$ cat src/rtl/fft4_pkg.sv
// Shared constants and types for the 4-point FFT streaming controller and its datapath.
// Default widths, the point count, complex sample types and the controller state encoding.
package fft4_pkg;
    localparam int W_DEFAULT = 16;
    localparam int N_POINTS  = 4;

    typedef struct packed {
        logic signed [W_DEFAULT-1:0] re;
        logic signed [W_DEFAULT-1:0] im;
    } cplx_in_t;

    typedef struct packed {
        logic signed [W_DEFAULT+1:0] re;
        logic signed [W_DEFAULT+1:0] im;
    } cplx_out_t;

    typedef enum logic [1:0] {
        LOAD    = 2'd0,
        COMPUTE = 2'd1,
        UNLOAD  = 2'd2
    } ctrl_state_t;
endpackage

$ cat src/rtl/fft4_stream_ctrl_fft4.sv
// Combinational 4-point DFT, natural-order bins, two bits of growth so full scale cannot overflow.
// Zero latency; no flow control (pure function of x).
module fft4
    import fft4_pkg::*;
#(
    parameter int W = W_DEFAULT
) (
    input  logic [N_POINTS*W-1:0]     x_re,
    input  logic [N_POINTS*W-1:0]     x_im,
    output logic [N_POINTS*(W+2)-1:0] y_re,
    output logic [N_POINTS*(W+2)-1:0] y_im
);
    localparam int WO = W + 2;

    logic signed [WO-1:0] ar [N_POINTS];
    logic signed [WO-1:0] ai [N_POINTS];
    logic signed [WO-1:0] s02_re, s02_im, d02_re, d02_im;
    logic signed [WO-1:0] s13_re, s13_im, d13_re, d13_im;
    logic signed [WO-1:0] y0_re, y0_im, y1_re, y1_im, y2_re, y2_im, y3_re, y3_im;

    always_comb begin
        for (int n = 0; n < N_POINTS; n++) begin
            ar[n] = WO'($signed(x_re[n*W +: W]));
            ai[n] = WO'($signed(x_im[n*W +: W]));
        end
    end

    // Radix-2 decomposition: even/odd butterflies, then the -j twiddle on bin 1 and +j on bin 3.
    always_comb begin
        s02_re = ar[0] + ar[2];
        s02_im = ai[0] + ai[2];
        d02_re = ar[0] - ar[2];
        d02_im = ai[0] - ai[2];
        s13_re = ar[1] + ar[3];
        s13_im = ai[1] + ai[3];
        d13_re = ar[1] - ar[3];
        d13_im = ai[1] - ai[3];
        y0_re  = s02_re + s13_re;
        y0_im  = s02_im + s13_im;
        y2_re  = s02_re - s13_re;
        y2_im  = s02_im - s13_im;
        y1_re  = d02_re + d13_im;
        y1_im  = d02_im - d13_re;
        y3_re  = d02_re - d13_im;
        y3_im  = d02_im + d13_re;
    end

    assign y_re = {y3_re, y2_re, y1_re, y0_re};
    assign y_im = {y3_im, y2_im, y1_im, y0_im};
endmodule

$ cat src/rtl/fft4_stream_ctrl.sv
// Streams 4 samples in, runs fft4, streams 4 bins out; bin 0 valid 2 cycles after 4th accept.
// Input stalls (s_ready=0) while busy; output bins hold stable under m_ready backpressure.
module fft4_stream_ctrl
    import fft4_pkg::*;
#(
    parameter int W     = W_DEFAULT,
    parameter int CNT_W = 16
) (
    input  logic             clk,
    input  logic             rst,
    input  logic             s_valid,
    output logic             s_ready,
    input  logic [W-1:0]     s_re,
    input  logic [W-1:0]     s_im,
    output logic             m_valid,
    input  logic             m_ready,
    output logic [W+1:0]     m_re,
    output logic [W+1:0]     m_im,
    output logic [1:0]       m_idx,
    output logic             m_last,
    output logic             busy,
    output logic [CNT_W-1:0] frame_cnt
);
    localparam int         WO       = W + 2;
    localparam logic [1:0] LAST_IDX = 2'(N_POINTS - 1);

    ctrl_state_t              state_q, state_d;
    logic [1:0]               load_idx_q, load_idx_d;
    logic [1:0]               out_idx_q, out_idx_d;
    logic [1:0]               out_nxt;
    logic [N_POINTS*W-1:0]    x_re_q, x_re_d, x_im_q, x_im_d;
    logic [N_POINTS*WO-1:0]   y_re_q, y_re_d, y_im_q, y_im_d;
    logic [N_POINTS*WO-1:0]   fft_re, fft_im;
    logic                     m_valid_q, m_valid_d;
    logic [WO-1:0]            m_re_q, m_re_d, m_im_q, m_im_d;
    logic [1:0]               m_idx_q, m_idx_d;
    logic                     m_last_q, m_last_d;
    logic                     busy_q, busy_d;
    logic                     s_ready_q, s_ready_d;
    logic [CNT_W-1:0]         frame_cnt_q, frame_cnt_d;

    fft4 #(.W(W)) u_fft4 (
        .x_re (x_re_q),
        .x_im (x_im_q),
        .y_re (fft_re),
        .y_im (fft_im)
    );

    always_comb begin
        state_d     = state_q;
        load_idx_d  = load_idx_q;
        out_idx_d   = out_idx_q;
        out_nxt     = out_idx_q + 2'd1;
        x_re_d      = x_re_q;
        x_im_d      = x_im_q;
        y_re_d      = y_re_q;
        y_im_d      = y_im_q;
        m_valid_d   = m_valid_q;
        m_re_d      = m_re_q;
        m_im_d      = m_im_q;
        m_idx_d     = m_idx_q;
        m_last_d    = m_last_q;
        busy_d      = busy_q;
        s_ready_d   = s_ready_q;
        frame_cnt_d = frame_cnt_q;

        case (state_q)
            LOAD: begin
                if (s_valid && s_ready_q) begin
                    x_re_d[int'(load_idx_q)*W +: W] = s_re;
                    x_im_d[int'(load_idx_q)*W +: W] = s_im;
                    load_idx_d = load_idx_q + 2'd1;
                    if (load_idx_q == LAST_IDX) begin
                        state_d   = COMPUTE;
                        s_ready_d = 1'b0;
                        busy_d    = 1'b1;
                    end
                end
            end
            COMPUTE: begin
                // Bin 0 goes straight from the datapath so it is valid on the first UNLOAD cycle.
                y_re_d    = fft_re;
                y_im_d    = fft_im;
                m_valid_d = 1'b1;
                m_re_d    = fft_re[0 +: WO];
                m_im_d    = fft_im[0 +: WO];
                m_idx_d   = 2'd0;
                m_last_d  = 1'b0;
                out_idx_d = 2'd0;
                state_d   = UNLOAD;
            end
            UNLOAD: begin
                if (m_ready) begin
                    if (out_idx_q == LAST_IDX) begin
                        out_idx_d   = 2'd0;
                        m_valid_d   = 1'b0;
                        m_last_d    = 1'b0;
                        busy_d      = 1'b0;
                        s_ready_d   = 1'b1;
                        frame_cnt_d = frame_cnt_q + CNT_W'(1);
                        state_d     = LOAD;
                    end else begin
                        out_idx_d = out_nxt;
                        m_re_d    = y_re_q[int'(out_nxt)*WO +: WO];
                        m_im_d    = y_im_q[int'(out_nxt)*WO +: WO];
                        m_idx_d   = out_nxt;
                        m_last_d  = (out_nxt == LAST_IDX);
                    end
                end
            end
            default: state_d = LOAD;
        endcase
    end

    always_ff @(posedge clk) begin
        if (rst) begin
            state_q     <= LOAD;
            load_idx_q  <= '0;
            out_idx_q   <= '0;
            x_re_q      <= '0;
            x_im_q      <= '0;
            y_re_q      <= '0;
            y_im_q      <= '0;
            m_valid_q   <= 1'b0;
            m_re_q      <= '0;
            m_im_q      <= '0;
            m_idx_q     <= '0;
            m_last_q    <= 1'b0;
            busy_q      <= 1'b0;
            s_ready_q   <= 1'b1;
            frame_cnt_q <= '0;
        end else begin
            state_q     <= state_d;
            load_idx_q  <= load_idx_d;
            out_idx_q   <= out_idx_d;
            x_re_q      <= x_re_d;
            x_im_q      <= x_im_d;
            y_re_q      <= y_re_d;
            y_im_q      <= y_im_d;
            m_valid_q   <= m_valid_d;
            m_re_q      <= m_re_d;
            m_im_q      <= m_im_d;
            m_idx_q     <= m_idx_d;
            m_last_q    <= m_last_d;
            busy_q      <= busy_d;
            s_ready_q   <= s_ready_d;
            frame_cnt_q <= frame_cnt_d;
        end
    end

    assign s_ready   = s_ready_q;
    assign m_valid   = m_valid_q;
    assign m_re      = m_re_q;
    assign m_im      = m_im_q;
    assign m_idx     = m_idx_q;
    assign m_last    = m_last_q;
    assign busy      = busy_q;
    assign frame_cnt = frame_cnt_q;
endmodule

$ cat config.mk
export PLATFORM = sky130hd
export DESIGN_NAME = fft4_stream_ctrl
export DESIGN_NICKNAME = d
export VERILOG_FILES = /design/src/rtl/fft4_pkg.sv /design/src/rtl/fft4_stream_ctrl_fft4.sv /design/src/rtl/fft4_stream_ctrl.sv
export SDC_FILE = /design/constraint.sdc
export NUM_CORES = 1
export LEC_CHECK = 0
export CAP_MARGIN = 20
export CORE_UTILIZATION = 40
export DETAILED_ROUTE_END_ITERATION = 10
export MAX_ROUTING_LAYER = met4
export PLACE_DENSITY = 0.65
export SLEW_MARGIN = 5
export SYNTH_ARGS = -nofsm -noshare
export SYNTH_HDL_FRONTEND = slang
export SYNTH_SLANG_ARGS = --single-unit
$ cat constraint.sdc
create_clock -name clk -period 11.3 [get_ports clk]
set_clock_uncertainty 0.05 [all_clocks]
set_input_delay 2.26 -clock clk [delete_from_list [all_inputs] [get_ports clk]]
set_output_delay 2.26 -clock clk [all_outputs]
set_load 0.05 [all_outputs]
==> flow_metrics.tcl <==
set metrics [dict create \
    cp.arrival_ns 5.11 \
    drc 0 \
    rsz0062_at_grt "no" \
    min-delay-start "y_re_q[52]$_SDFFE_PP0P_" \
    avgSynthCellArea_um2 7.742 \
    start_kind "flop" \
    routedWlPerCell_um 18.59 \
    synth_ff_type "dfxtp_1" \
    grt_max_degree 174 \
    vias 22890 \
    synth_top_area_share_pct 25.90 \
    synth-seq-cells 332 \
    die_area_mm2 0.06516 \
    critPathKind "flop to flop" \
    rows 92 \
    tightest_slew_ns 1.054 \
    ant_nets 0 \
    ir_worst_vdd_mv 0.1001 \
    finalNetCount 3587 \
    drt_pass1_iterations 6 \
    wl_met3_um 4406 \
    cts_setup_buffers 0 \
    wl_met2_um 33320 \
    grt.total_usage_pct 23.71 \
    synth_edf_count 0 \
    ys_top_cells_by_area "dfxtp_1 (26%), ha_1 (13%), a21oi_1 (7.3%), xnor2_1 (5.9%), nand2_1 (4.9%)" \
    cts_root_buf "clkbuf_16" \
    drtIter0Drc 1955 \
    final.setup.tns_ns 0 \
    place_congestion 0.9784 \
    final_common_cell "a21oi_1" \
    ioPinCount 94 \
    htreeDepth 2 \
    die_x_um 255.3 \
    critPathRequiredTime_ns 11.66 \
    clock_latency_ns 0.57 \
    p_leak_nw 10.66 \
    layout_worst_path_cycle_share_pct 42.05 \
    fmax_mhz 210.5 \
    netlist_area_mm2 0.02566 \
    diodes 0 \
    setup_viol 0 \
    cts_tree "built" \
    slew_headroom_pct 29.76 \
    vias_per_cell 5.539 \
    end_kind "flop" \
    seq_area_frac_synth_pct 25.90 \
    async_flop_share_pct 0 \
    postSynthCellCount 3314 \
    cts_buffer_depth 3 \
    p_per_area_mw_per_mm2 132.4 \
    fin_ws_ns 6.549 \
    whs_ns 0.3951 \
    syn-num-nets 3639 \
    die_y_um 255.3 \
    synth_area_leader_cell "dfxtp_1" \
    initial_core_util_pct 40.60 \
    place_ws_ns 6.050 \
    numClockSinks 332 \
    cts_buffers 38 \
    grt_overflow 0 \
    crit_start "x_re_q[50]$_SDFFE_PP0P_" \
    path_clk_slew_ns 0.06 \
    min_path_type "flop to flop" \
    synth_cell_type_count 95 \
    area_growth_pct 10.23 \
    p_total_w 0.003744 \
    layout_min_cycle_time_ns 4.751 \
    highest_layer "met4" \
    antenna_found_initial 0 \
    grt_first_pass_wirelength_um 117800 \
    layout_common_cells "a21oi_1 (376), nand2_1 (335), dfxtp_1 (331)" \
    hpwl_um 58150 \
    io_buffers 93 \
    r2r-start "x_re_q[50]$_SDFFE_PP0P_" \
    critPathMaxFanout 8 \
    grt_pass1_vias 20420 \
    cts_hold_buffers 0 \
    hold_viol_final 0 \
    ys_warn_count 0 \
    routed_wl_um 76830 \
    layout-drive-gt1-share_pct 5.415 \
    wl_met1_um 37510 \
    core_mm2 0.06320 \
    maxCapViolations 0 \
    cts-resized-gates 0 \
    drv_slew 0 \
    outcome "finished clean" \
]
## cells by family (layout without fill, tap and decap cells)
logic type / Yosys count / after routing / share of synthesized area (%)
AOI/OAI and AO/OA: 902 / 902 / 22.51
adders and majority gates: 291 / 291 / 14.64
and+or+nand+nor: 1075 / 1075 / 19.18
DFF: 332 / 332 / 25.90
muxes: 47 / 47 / 3.496
xor gates and xnor gates: 215 / 215 / 7.339
buffers and inverters: 452 / 425 / 6.929
## synthesized netlist by cell type (all sizes together), types with 64 or more instances
cell type,count
dfxtp,332
nand3,173
nor3,64
clkbuf,149
nand2,337
inv,242
nor2,302
a211oi,70
a21oi,378
ha,273
xnor2,173
o21ai,136
## sequential cells by signal, summed over array words and instances, names as in the netlist
name,count
m_im,18
x_im_q,64
m_idx,2
s_ready,1
x_re_q,64
m_re,18
m_valid,1
y_im_q,70
busy,1
load_idx_q,2
y_re_q,70
state_q,2
out_idx_q,2
frame_cnt,16
m_last,1
## area by class of cell
cell class | count | area [µm²]
clock inverter | 11 | 140.1
sequential | 332 | 6648
timing repair buffer | 118 | 1144
tap | 846 | 1059
fill | 6387 | 34910
multi-input combinational | 2530 | 17270
clock buffer | 54 | 1112
inverter | 242 | 908.4
## per-layer routing
| layer | vias up | GRT usage [%] |
|---|---|---|
| li1 | 11440 | - |
| met1 | 10730 | 33.56 |
| met2 | 641 | 35.26 |
| met3 | 88 | 3.448 |
| met4 | 0 | 5.543 |
| met5 | - | - |
## worst max-delay path, stage by stage (launching register included)
cell and delay [ns]:
dfxtp_1 0.40, inv_1 0.06, ha_1 0.44, o21a_1 0.18
o31a_1 0.21, nor4_1 0.10, o31ai_1 0.56, xor2_1 0.50
ha_1 0.40, or3_1 0.45, nor3_1 0.23, a2111oi_1 0.15
or4_1 0.51, a211oi_2 0.27, nor4b_2 0.07
## path summary, 6_finish.rpt
| path | slack [ns] | end | depth (start not counted) |
|---|---|---|---|
| min | 0.40 | y_re_q[52]$_SDFFE_PP0P_ | 2 |
| max | 6.55 | y_im_q[34]$_SDFFE_PP0P_ | 14 |
| max reg2reg | 6.55 | y_im_q[34]$_SDFFE_PP0P_ | 14 |
| min reg2reg | 0.40 | y_re_q[52]$_SDFFE_PP0P_ | 2 |
## power breakdown
part | total [W] | internal, W | switching (W)
Clock | 0.00126 | 0.000733 | 0.000524
Sequential | 0.00120 | 0.00119 | 0.0000154
Combinational | 0.00128 | 0.000481 | 0.000802
Total | 0.00374 | 0.00240 | 0.00134
## per-stage QoR
| stage | cell area (µm²) | instances | utilization (%) |
|---|---|---|---|
| 3_3_place_gp | 27010 | 4067 | 42.75 |
| 2_1_floorplan | 25660 | 3314 | - |
| 5_1_grt | 28280 | 4133 | 44.75 |
| 6_report | 28280 | 4133 | 44.75 |
| 3_5_place_dp | 27010 | 4067 | 42.75 |
| 4_1_cts | 28270 | 4132 | 44.73 |
Power figures use the tool's default switching activity.
